[config.mk]
export PLATFORM = sky130hd
export DESIGN_NAME = accelerator_instruction_issuer
export DESIGN_NICKNAME = d
export VERILOG_FILES = /design/src/rtl/accel_pkg.sv /design/src/rtl/sync_fifo.sv /design/src/rtl/accelerator_instruction_issuer.sv
export SDC_FILE = /design/constraint.sdc
export NUM_CORES = 1
export LEC_CHECK = 0
export CAP_MARGIN = 15
export CORE_MARGIN = 4
export CORE_UTILIZATION = 45
export CTS_BUF_LIST = sky130_fd_sc_hd__clkbuf_4 sky130_fd_sc_hd__clkbuf_8 sky130_fd_sc_hd__clkbuf_16
export DETAILED_ROUTE_END_ITERATION = 8
export MAX_ROUTING_LAYER = met4
export PLACE_DENSITY = 0.67
export SKIP_CTS_REPAIR_TIMING = 1
export SYNTH_ARGS = -nofsm -noshare
export SYNTH_HDL_FRONTEND = slang
export SYNTH_HIERARCHICAL = 1
export SYNTH_SLANG_ARGS = --single-unit
[constraint.sdc]
create_clock -name CLK -period 9.4 [get_ports CLK]
set_clock_uncertainty 0.15 [all_clocks]
set_input_delay 1.88 -clock CLK [delete_from_list [all_inputs] [get_ports CLK]]
set_output_delay 1.88 -clock CLK [all_outputs]
set_load 0.05 [all_outputs]
[src/rtl/accel_pkg.sv]
`default_nettype none
// +-----------------------------------------------------------------------+
// | Package  : accel_pkg                                                  |
// | Purpose  : Shared accelerator instruction geometry, NOP word and the  |
// |            issuer state encoding.                                     |
// | Revision : 1.0  initial release                                       |
// +-----------------------------------------------------------------------+
package accel_pkg;

  typedef enum logic [1:0] {
    IDLE  = 2'd0,
    RUN   = 2'd1,
    HOLD  = 2'd2,
    DRAIN = 2'd3
  } state_t;

  localparam int c_OPCODE_W = 4;
  localparam int c_MODE_W   = 2;

  // NOP is the all-zero word; slice the low bits for any instruction width.
  localparam int              c_NOP_MAX_W = 256;
  localparam logic [c_NOP_MAX_W-1:0] c_NOP = '0;

  // Width of each argument field: enough to address a PE, at least 2 bits.
  function automatic int insW(input int depth);
    return (depth > 2) ? depth : 2;
  endfunction

  // Width of the data field: the wider of the PE row and the datapath word.
  function automatic int insD(input int depth, input int w);
    int d;
    d = 1 << depth;
    return (d > w) ? d : w;
  endfunction

  function automatic int insWidthOf(input int depth, input int w);
    return c_OPCODE_W + c_MODE_W + 2 * insW(depth) + insD(depth, w);
  endfunction

  // Field LSB offsets, msb->lsb order: opcode, mode, argA, argB, data.
  function automatic int dataLsb();
    return 0;
  endfunction

  function automatic int argBLsb(input int depth, input int w);
    return insD(depth, w);
  endfunction

  function automatic int argALsb(input int depth, input int w);
    return insD(depth, w) + insW(depth);
  endfunction

  function automatic int modeLsb(input int depth, input int w);
    return insD(depth, w) + 2 * insW(depth);
  endfunction

  function automatic int opcodeLsb(input int depth, input int w);
    return modeLsb(depth, w) + c_MODE_W;
  endfunction

endpackage
`default_nettype wire

[src/rtl/sync_fifo.sv]
`default_nettype none
// +-----------------------------------------------------------------------+
// | Module   : sync_fifo                                                  |
// | Purpose  : Single-clock first-word-fall-through FIFO with occupancy   |
// |            count. DEPTH must be a power of two, at least 2.           |
// | Revision : 1.0  initial release                                       |
// +-----------------------------------------------------------------------+
module sync_fifo #(
  parameter int WIDTH = 8,
  parameter int DEPTH = 4
) (
  input  logic                       CLK,
  input  logic                       nRST,
  input  logic                       clr,
  input  logic                       wrEn,
  input  logic [WIDTH-1:0]           wrData,
  input  logic                       rdEn,
  output logic [WIDTH-1:0]           rdData,
  output logic [$clog2(DEPTH):0]     count
);

  localparam int c_AW = $clog2(DEPTH);

  logic [WIDTH-1:0] r_mem [DEPTH];
  logic [c_AW:0]    r_wrPtr;
  logic [c_AW:0]    r_rdPtr;
  logic             w_wr;
  logic             w_rd;

  // Pointers carry a wrap bit, so the difference is the occupancy and its
  // MSB alone flags a full FIFO.
  assign count  = r_wrPtr - r_rdPtr;
  assign w_wr   = wrEn && !count[c_AW];
  assign w_rd   = rdEn && (count != '0);
  assign rdData = r_mem[r_rdPtr[c_AW-1:0]];

  // Storage array: written on accepted pushes only.
  always_ff @(posedge CLK) begin
    if (w_wr) begin
      r_mem[r_wrPtr[c_AW-1:0]] <= wrData;
    end
  end

  // Read/write pointers; clear empties the FIFO and wins over traffic.
  always_ff @(posedge CLK or negedge nRST) begin
    if (!nRST) begin
      r_wrPtr <= '0;
      r_rdPtr <= '0;
    end else if (clr) begin
      r_wrPtr <= '0;
      r_rdPtr <= '0;
    end else begin
      if (w_wr) r_wrPtr <= r_wrPtr + (c_AW+1)'(1);
      if (w_rd) r_rdPtr <= r_rdPtr + (c_AW+1)'(1);
    end
  end

endmodule
`default_nettype wire

[src/rtl/accelerator_instruction_issuer.sv]
`default_nettype none
// +-----------------------------------------------------------------------+
// | Module   : accelerator_instruction_issuer                             |
// | Purpose  : Replays a host-loaded program onto the accelerator         |
// |            instruction port cycle-accurately and returns dataOut      |
// |            samples taken READ_LAT cycles after capture entries.       |
// | Options  : ISSUER_PERF_EN - implements issueCount/stallCount,         |
// |            otherwise both ports read as zero.                         |
// | Revision : 1.0  initial release                                       |
// +-----------------------------------------------------------------------+
module accelerator_instruction_issuer
  import accel_pkg::*;
#(
  parameter int depth    = 3,
  parameter int W        = 16,
  parameter int insWidth = insWidthOf(depth, W),
  parameter int PD       = 16,
  parameter int RD       = 4,
  parameter int HW       = 8,
  parameter int READ_LAT = 2
) (
  input  logic                CLK,
  input  logic                nRST,
  input  logic                progValid,
  output logic                progReady,
  input  logic [insWidth-1:0] progIns,
  input  logic [HW-1:0]       progHold,
  input  logic                progCapture,
  input  logic                start,
  input  logic                abort,
  output logic                busy,
  output logic                done,
  output logic [insWidth-1:0] instruction,
  input  logic [W-1:0]        dataOut,
  output logic                resValid,
  input  logic                resReady,
  output logic [W-1:0]        resData,
  output logic [31:0]         issueCount,
  output logic [31:0]         stallCount
);

  localparam int c_PAW = $clog2(PD);
  localparam int c_RAW = $clog2(RD);
  localparam int c_PW  = insWidth + HW + 1;
  localparam logic [insWidth-1:0] c_NOP_WORD = c_NOP[insWidth-1:0];

  state_t              r_state;
  state_t              w_nextState;
  logic [HW-1:0]       r_holdCnt;
  logic [insWidth-1:0] r_instruction;
  logic [READ_LAT-1:0] r_capPipe;
  logic                r_done;

  logic [c_PAW:0]      w_progCount;
  logic [c_PW-1:0]     w_progHead;
  logic [insWidth-1:0] w_headIns;
  logic [HW-1:0]       w_headHold;
  logic                w_headCap;
  logic                w_progEmpty;
  logic [c_RAW:0]      w_resCount;
  logic [31:0]         w_inflight;
  logic                w_creditOk;
  logic                w_capOut;
  logic                w_pop;
  logic                w_doneNext;

  sync_fifo #(.WIDTH(c_PW), .DEPTH(PD)) u_progFifo (
    .CLK    (CLK),
    .nRST   (nRST),
    .clr    (abort),
    .wrEn   (progValid && progReady),
    .wrData ({progIns, progHold, progCapture}),
    .rdEn   (w_pop),
    .rdData (w_progHead),
    .count  (w_progCount)
  );

  sync_fifo #(.WIDTH(W), .DEPTH(RD)) u_resFifo (
    .CLK    (CLK),
    .nRST   (nRST),
    .clr    (1'b0),
    .wrEn   (w_capOut),
    .wrData (dataOut),
    .rdEn   (resReady),
    .rdData (resData),
    .count  (w_resCount)
  );

  assign {w_headIns, w_headHold, w_headCap} = w_progHead;
  assign w_progEmpty = (w_progCount == '0);
  assign progReady   = !w_progCount[c_PAW];
  assign resValid    = (w_resCount != '0);

  // A capture may only issue when every in-flight and stored result still
  // fits in the result FIFO, so it can never overflow.
  assign w_inflight  = 32'($countones(r_capPipe));
  assign w_creditOk  = (w_inflight + 32'(w_resCount)) < 32'(RD);
  assign w_capOut    = r_capPipe[READ_LAT-1] && !abort;

  assign busy        = (r_state != IDLE);
  assign done        = r_done;
  assign instruction = r_instruction;

  // State register.
  always_ff @(posedge CLK or negedge nRST) begin
    if (!nRST) r_state <= IDLE;
    else       r_state <= w_nextState;
  end

  // Next-state, pop and done decode; abort overrides everything.
  always_comb begin
    w_nextState = r_state;
    w_pop       = 1'b0;
    w_doneNext  = 1'b0;
    if (abort) begin
      w_nextState = IDLE;
    end else begin
      case (r_state)
        IDLE: begin
          if (start) begin
            if (w_progEmpty) w_doneNext  = 1'b1;
            else             w_nextState = RUN;
          end
        end
        RUN: begin
          if (w_progEmpty) begin
            w_nextState = DRAIN;
          end else if (!(w_headCap && !w_creditOk)) begin
            w_pop = 1'b1;
            if (w_headHold != '0) w_nextState = HOLD;
          end
        end
        HOLD: begin
          if (r_holdCnt <= HW'(1)) w_nextState = RUN;
        end
        DRAIN: begin
          if (r_capPipe == '0) begin
            w_nextState = IDLE;
            w_doneNext  = 1'b1;
          end
        end
        default: w_nextState = IDLE;
      endcase
    end
  end

  // Instruction/hold registers: load on pop, freeze during HOLD, else NOP.
  always_ff @(posedge CLK or negedge nRST) begin
    if (!nRST) begin
      r_instruction <= '0;
      r_holdCnt     <= '0;
      r_done        <= 1'b0;
    end else begin
      r_done <= w_doneNext;
      if (w_pop) begin
        r_instruction <= w_headIns;
        r_holdCnt     <= w_headHold;
      end else if (r_state == HOLD && !abort) begin
        r_holdCnt     <= r_holdCnt - HW'(1);
      end else begin
        r_instruction <= c_NOP_WORD;
      end
    end
  end

  generate
    if (READ_LAT == 1) begin : g_capLatOne
      // Single-stage capture pipeline.
      always_ff @(posedge CLK or negedge nRST) begin
        if (!nRST)      r_capPipe <= '0;
        else if (abort) r_capPipe <= '0;
        else            r_capPipe <= w_pop && w_headCap;
      end
    end else begin : g_capLatMulti
      // Capture bits enter once per issued entry and shift toward the sample point.
      always_ff @(posedge CLK or negedge nRST) begin
        if (!nRST)      r_capPipe <= '0;
        else if (abort) r_capPipe <= '0;
        else            r_capPipe <= {r_capPipe[READ_LAT-2:0], w_pop && w_headCap};
      end
    end
  endgenerate

`ifdef ISSUER_PERF_EN
  logic        w_stall;
  logic [31:0] r_issueCount;
  logic [31:0] r_stallCount;

  assign w_stall = (r_state == RUN) && !abort && !w_progEmpty && w_headCap && !w_creditOk;

  // Free-running performance counters, wrapping modulo 2^32.
  always_ff @(posedge CLK or negedge nRST) begin
    if (!nRST) begin
      r_issueCount <= '0;
      r_stallCount <= '0;
    end else begin
      if (w_pop)   r_issueCount <= r_issueCount + 32'd1;
      if (w_stall) r_stallCount <= r_stallCount + 32'd1;
    end
  end

  assign issueCount = r_issueCount;
  assign stallCount = r_stallCount;
`else
  assign issueCount = '0;
  assign stallCount = '0;
`endif

endmodule
`default_nettype wire
# Word level (Yosys, flattened, before mapping)
# Memory sizes are Yosys's and may differ from the RTL's.
# Cells that the tools add are included.
[word_totals] ff_bits=57 ram_bits=656 inputBits=59 n_memories=2
[mem_list] memory="u_progFifo.r_mem" depth=16 word_bits=37 read_ports=1 rd_ports_with_merged_regs=0 wr=1 line_no="sync_fifo.sv:24" rtl="logic [WIDTH-1:0] r_mem [DEPTH];"
[mem_list] memory="u_resFifo.r_mem" depth=4 word_bits=16 read_ports=1 rd_ports_with_merged_regs=0 wr=1 line_no="sync_fifo.sv:24"
[op_classes] addsub=9 order_cmp=2 eq_ne=10 muxes=31 reduce_logical=24
[op_table] cell="two-way mux 28 bit" n=2
[op_table] cell="two-way mux 5 bit" n=4
[op_table] cell="two-way mux 2 bit" n=9
[op_table] cell="two-way mux 8 bit" n=2
[op_table] cell="two-way mux 1 bit" n=12
[op_table] cell="!= test 3 bit, second input constant" n=4
[op_table] cell="adder 5 x 1 -> 5 bit, second input constant" n=2
[op_table] cell="logical AND 1 bit" n=9
[op_table] cell="<= comparator 8 x 1 -> 1 bit, second input constant" n=1
[op_table] cell="!= test 4 bit, second input constant" n=2
[op_table] cell="one-hot mux 2 bit (4 select lines)" n=1
[op_table] cell="nonzero test 2 bit" n=4
[op_table] cell="nonzero test 8 bit" n=1
[op_table] cell="subtractor 8 x 1 -> 8 bit, second input constant" n=1
[op_table] cell="adder 3 x 1 -> 3 bit, second input constant" n=2
[op_table] cell="AND reduction 6 bit" n=1
[op_table] cell="zero test 5 bit" n=1
[op_table] cell="nonzero test 5 bit" n=1
[op_table] cell="subtractor 5 bit" n=1
[op_table] cell="adder 2 x 3 -> 4 bit" n=1
[op_table] cell="== test 2 bit, second input constant" n=2
[op_table] cell="zero test 1 bit" n=4
[op_table] cell="zero test 2 bit" n=2
[op_table] cell="less-than comparator 4 x 3 -> 1 bit, second input constant" n=1
[op_table] cell="6 further kinds" n=6

# Depth between registers and ports, before layout
[logic_depth] ltp_word=12 depth_mapped=17

# Cells and area by module
# Netlist, hierarchy kept.
[modules_own_cells] mod="sync_fifo at u_progFifo" n_inst=1 cells_each=924 area_per_inst_um2=23084.6 seq_area_each_um2=18027.3
[modules_own_cells] mod="sync_fifo at u_resFifo" n_inst=1 cells_each=132 area_per_inst_um2=2797.7 seq_area_each_um2=2072.0
[modules_own_cells] mod="accelerator_instruction_issuer" n_inst=1 cells_each=223 area_per_inst_um2=2383.5 seq_area_each_um2=1026.0

# Worst setup path after synthesis
# OpenSTA, ideal clock, no wires.
[synth_path] path_kind="reg-to-reg" from="reg u_progFifo.r_rdPtr[1]" to="mem u_progFifo/r_mem[0][0] in the netlist's numbering, enable pin" setup_time_ns=0.537 arrival_time_ns=6.484 required_time_ns=8.713 path_slack_ns=2.230 stages_incl_launch_ff=15 path_buffers=5 synth_period_minus_slack_ns=7.170 path_cell_list="dfrtp_1 > clkbuf_1 > buf_2 > buf_2 > inv_1 > fa_1 > nand3_1 > and3_1 > or2_1 > clkbuf_1 > inv_1 > nor2b_1 > o21ai_1 > buf_2 > nor4b_1"
[synth_via] elab_chain_len=6
[synth_rtl] element="start: declaration" line_no="sync_fifo.sv:26" rtl="logic [c_AW:0] r_rdPtr;"
[synth_rtl] element="start signal: assignment" line_no="sync_fifo.sv:54" rtl="if (w_rd) r_rdPtr <= r_rdPtr + (c_AW+1)'(1);"
[synth_rtl] element="subtractor 5 bit (*)" line_no="sync_fifo.sv:32" rtl="assign count = r_wrPtr - r_rdPtr;"
[synth_rtl] element="named net w_progCount[4]" line_no="accelerator_instruction_issuer.sv:54" rtl="logic [c_PAW:0] w_progCount;"
[synth_rtl] element="zero test 1 bit (*)" line_no="sync_fifo.sv:33, accelerator_instruction_issuer.sv:91"
[synth_rtl] element="logical AND 1 bit" line_no="accelerator_instruction_issuer.sv:71" rtl=".wrEn (progValid && progReady),"
[synth_rtl] element="logical AND 1 bit (*)" line_no="sync_fifo.sv:33" rtl="assign w_wr = wrEn && !count[c_AW];"
[synth_rtl] element="two-way mux 1 bit (*)" line_no="sync_fifo.sv:39" rtl="if (w_wr) begin"
[synth_rtl] element="two-way mux 1 bit (not written as such) (*)" line_no="sync_fifo.sv:40" rtl="r_mem[r_wrPtr[c_AW-1:0]] <= wrData;"
[synth_rtl] element="end: declaration" line_no="sync_fifo.sv:24"
# The timed path passes the listed nets; every way through them passes the cells marked *.

# Worst setup path after layout
[layout_path] from="reg u_progFifo.r_rdPtr[0]" to="out progReady"
[layout_via] elab_chain_len=2
[layout_rtl] element="subtractor 5 bit" line_no="sync_fifo.sv:32"
[layout_rtl] element="named net w_progCount[4]" line_no="accelerator_instruction_issuer.sv:54"
[layout_rtl] element="zero test 1 bit" line_no="accelerator_instruction_issuer.sv:91" rtl="assign progReady = !w_progCount[c_PAW];"
[layout_rtl] element="end: declaration" line_no="accelerator_instruction_issuer.sv:25" rtl="output logic progReady,"
# The timed path passes the listed nets, and every way through them passes these cells.

==> impl_summary.txt <==
----------------------------------------------------
[Run status]
  Status ... complete, no violations

[Worst setup path]
  Reg2reg end ... u_progFifo/r_rdPtr[0]$_DFFE_PN0P_
  Crit path capture type ... output pin
  Critical path class ... reg2out
  Critical path startpoint category ... flop
  Required time of the worst setup path ... ~7.4 ns
  Register-to-register setup slack ... 4.52 ns
  Critical register-to-register path startpoint ... u_progFifo/r_rdPtr[0]$_DFFE_PN0P_
  Arrival @ worst endpoint ... 4.00 ns
  Worst reg-to-reg path cell count ... 10
  Largest fanout on the critical path ... 44

[Floorplan]
  Num ports ... approximately 170
  Std-Cell Core Area ... 61900 um^2
  Die boundary width ... roughly 260 um
  Area of the die ... 66900 um^2
  Initial core utilization ... 45.6%
  Chip Height ... 259 um
  Std cell rows ... 91

[Detailed routing]
  Initial drt markers ... 1050
  Number of vias after detailed routing ... 13029
  Detailed-route vias per instance ... ~5.6
  Number of iterations in the first detailed-routing pass ... 6
  Routed len/inst ... ~25 um
  Drt drc ... 0
  Total wirelength of the detailed-routed design ... 57000 um
  Routed Antenna Nets ... 0

[Global route]
  Initial antenna violation count ... 2
  Total GRT Usage ... between 10% and 20%
  First-pass GRT wire length ... 86800 um
  Overall overflow remaining after global route ... 0
  Maximum number of pins on one net before global-route repair ... 68
  Vias in the first global route ... between 10000 and 15000

[Hold path]
  Worst hold stages ... 1
  Worst hold endpoint ... instruction[26]$_DFFE_PN0P_
  Worst Hold Class ... reg2reg
  Start point of the worst hold path ... instruction[26]$_DFFE_PN0P_

[Placed design]
  Final GP Congestion ... 0.745
  Total half-perimeter wirelength after legalization and detailed placement ... between 20000 and 30000 um
  Worst slack at placement ... roughly 4 ns
  Number of I/O port buffers ... ~110

[Final layout]
  Count of fill cells added during filler insertion ... 4799
  Area taken by flip-flops and latches ... 21100 um^2
  Final design utilization ... around 53%
  Final net count ... 1513
  Most used cells in the layout excluding fill and tap cells ... edfxtp_1 (656), mux4_2 (201), clkdlybuf4s50_1 (105)
  Layout cells sized above 1 ... 26.1%
  Area of combinational cells with multiple inputs ... 6570 um^2
  Area overhead of the layout relative to synthesis ... 15.1%
  Leading cell type in the layout, fill and taps excluded ... edfxtp_1

[Flow run]
  # Max-Cap Violations ... 0

[Timing]
  Final Hold Fails ... 0
  Worst-case setup margin in the final layout ... 3.37 ns
  Post-layout min period ... 6.03 ns
  F_max ... 166 MHz
  Slew Limit Headroom ... 33.4%
  Final Cycle Share ... approximately 64%
  Number of pins exceeding their max-slew limit in the final report ... 0
  Total negative slack ... 0 ns
  Final hold slack ... approximately 0.35 ns
  Setup repair after global routing missed its margin ... no
  Transition time at the pin with the least slew margin ... 1.00 ns
  Final setup viols ... 0

[Clocking]
  Root buffer cell ... clkbuf_16
  Number of CTS-inserted buffers ... 73
  Clock H-tree levels ... 3
  Clock tree from TritonCTS ... done
  Max clock buf depth ... 3
  Number of clock sinks ... ~710
  Clock slew seen by the registers of the worst setup and hold paths ... 0.06 ns
  Clock latency on the worst-skew pair ... 0.60 ns

[Logic synthesis]
  Sequential cell area fraction in the yosys report ... approximately three quarters
  Complex-gate fraction of the synthesized area ... 1.86%
  XOR/XNOR share of the synthesized area ... less than 1%
  Mean instance size in the synthesized netlist ... approximately 22 um^2
  Post-synthesis share of cell area spent on and, or, nand and nor gates ... approximately 2.2%
  Post-synthesis instance area ... 28300 um^2
  Adder-cell area share of the yosys netlist ... under 10%
  Share of synthesized area spent on multiplexers ... 16.5%
  FF+latch count, synth ... 713
  EDFF count, synth ... 656
  Gate count after technology mapping ... 1279
  Synth Flop Type ... edfxtp_1
  Combinational family with the most area after synthesis ... multiplexers
  Netlist cell types ... 61
  Fraction of synthesis flops using an asynchronous set or reset pin ... under 10%
  Number of warnings reported in the yosys synthesis log ... 6

[Power and ir drop]
  LEAKAGE ... ~10 nW
  Power density of the placed cells ... 225 nW/um^2
  VDD IR max ... 0.000161 V

----------------------------------------------------
-- critical path, stage by stage, from the launching register on --
cell             delay (ns)
dfrtp_4                0.99
ha_1                   0.33
inv_1                  0.06
fa_1                   0.40
nand3_1                0.13
and3_1                 0.20
or2_1                  0.25
inv_1                  0.12
inv_1                  0.11
clkdlybuf4s50_1        0.81
-- metal layers --
metal	track usage (%)	part of all wire (%)	wire, um	vias to the layer above
met5	-	0	0	-
met4	4.18	1.9	1090	0
met3	3.46	5.6	3200	91
met2	28.1	50	28400	438
met1	24.3	43	24400	6997
li1	-	-	-	5503
-- worst max-delay path by stage --
stage,startpoint,endpoint,cells past startpoint
2_1_floorplan,u_progFifo/r_rdPtr[1]$_DFFE_PN0P_,u_progFifo/r_mem[0][0]$_DFFE_PP_,14
3_3_place_gp,u_progFifo/r_rdPtr[0]$_DFFE_PN0P_,progReady,9
3_5_place_dp,u_progFifo/r_rdPtr[0]$_DFFE_PN0P_,progReady,9
4_1_cts,u_progFifo/r_rdPtr[0]$_DFFE_PN0P_,progReady,9
5_1_grt,u_progFifo/r_rdPtr[0]$_DFFE_PN0P_,progReady,9
6_report,u_progFifo/r_rdPtr[0]$_DFFE_PN0P_,progReady,9
-- cell usage after synthesis, drive strengths merged, types with 5 or more instances --
master  instances  area share (%)
nor2b           8            0.18
nand2b          9            0.20
ha             22            0.97
o21ai          13            0.26
a22o           28            0.87
inv            23            0.31
and3           10            0.22
edfxtp        656              70
a31oi           6            0.19
nor2           20            0.27
xnor2           5            0.15
nor3            8            0.18
buf            99             2.6
clkbuf         25            0.34
or3             5            0.15
xor2            5            0.15
mux2            8            0.33
a21oi           8            0.14
mux4          201              16
nand2          11            0.15
dfrtp          57             5.0
nor4            5            0.13
-- stage by stage --
stage,power [mW],area [um^2],std cells
detailed placement,4.54,30100,2192
floorplan,4.30,28500,1344
finish,7.32,32500,2328
global route,7.59,32500,2328
global placement,4.52,30100,2192
CTS,7.40,32500,2326
-- kinds of logic after synthesis --
family / count (synthesis)
multiplexers: 213
other: 1
buffers and inverters: 147
AO/OA/AOI/OAI: 68
flip-flops: 713
XOR/XNOR: 11
AND/OR/NAND/NOR: 102
adder cells (fa/ha/maj): 24
-- power by group --
part	internal [mW]	leakage [nW]	total [mW]	switching, mW
combinational	0.332	2.58	0.841	0.509
sequential	3.56	6.69	3.62	0.0596
clock	1.69	1.20	2.85	1.17
total	5.58	10.5	7.32	1.74
-- sequential cells by signal, summed over array words and instances, names as in the netlist --
| register | count |
|---|---|
| u_progFifo/r_mem | 592 |
| u_resFifo/r_mem | 64 |
| instruction | 28 |
| r_holdCnt | 8 |
| u_progFifo/r_rdPtr | 5 |
| u_progFifo/r_wrPtr | 5 |
| u_resFifo/r_rdPtr | 3 |
| u_resFifo/r_wrPtr | 3 |
| r_capPipe | 2 |
| r_state | 2 |
| done | 1 |
-- layout make-up --
| type | count | area share (%) |
|---|---|---|
| tap | 837 | 3.22 |
| inverter | 23 | 0.265 |
| timing repair buffer | 135 | 3.92 |
| clock buffer | 96 | 6.29 |
| antenna | 2 | 0.0154 |
| sequential | 713 | 65.0 |
| clock inverter | 38 | 1.09 |
| multi-input combinational | 484 | 20.2 |
No activity file was read; power rests on OpenSTA's default activity.
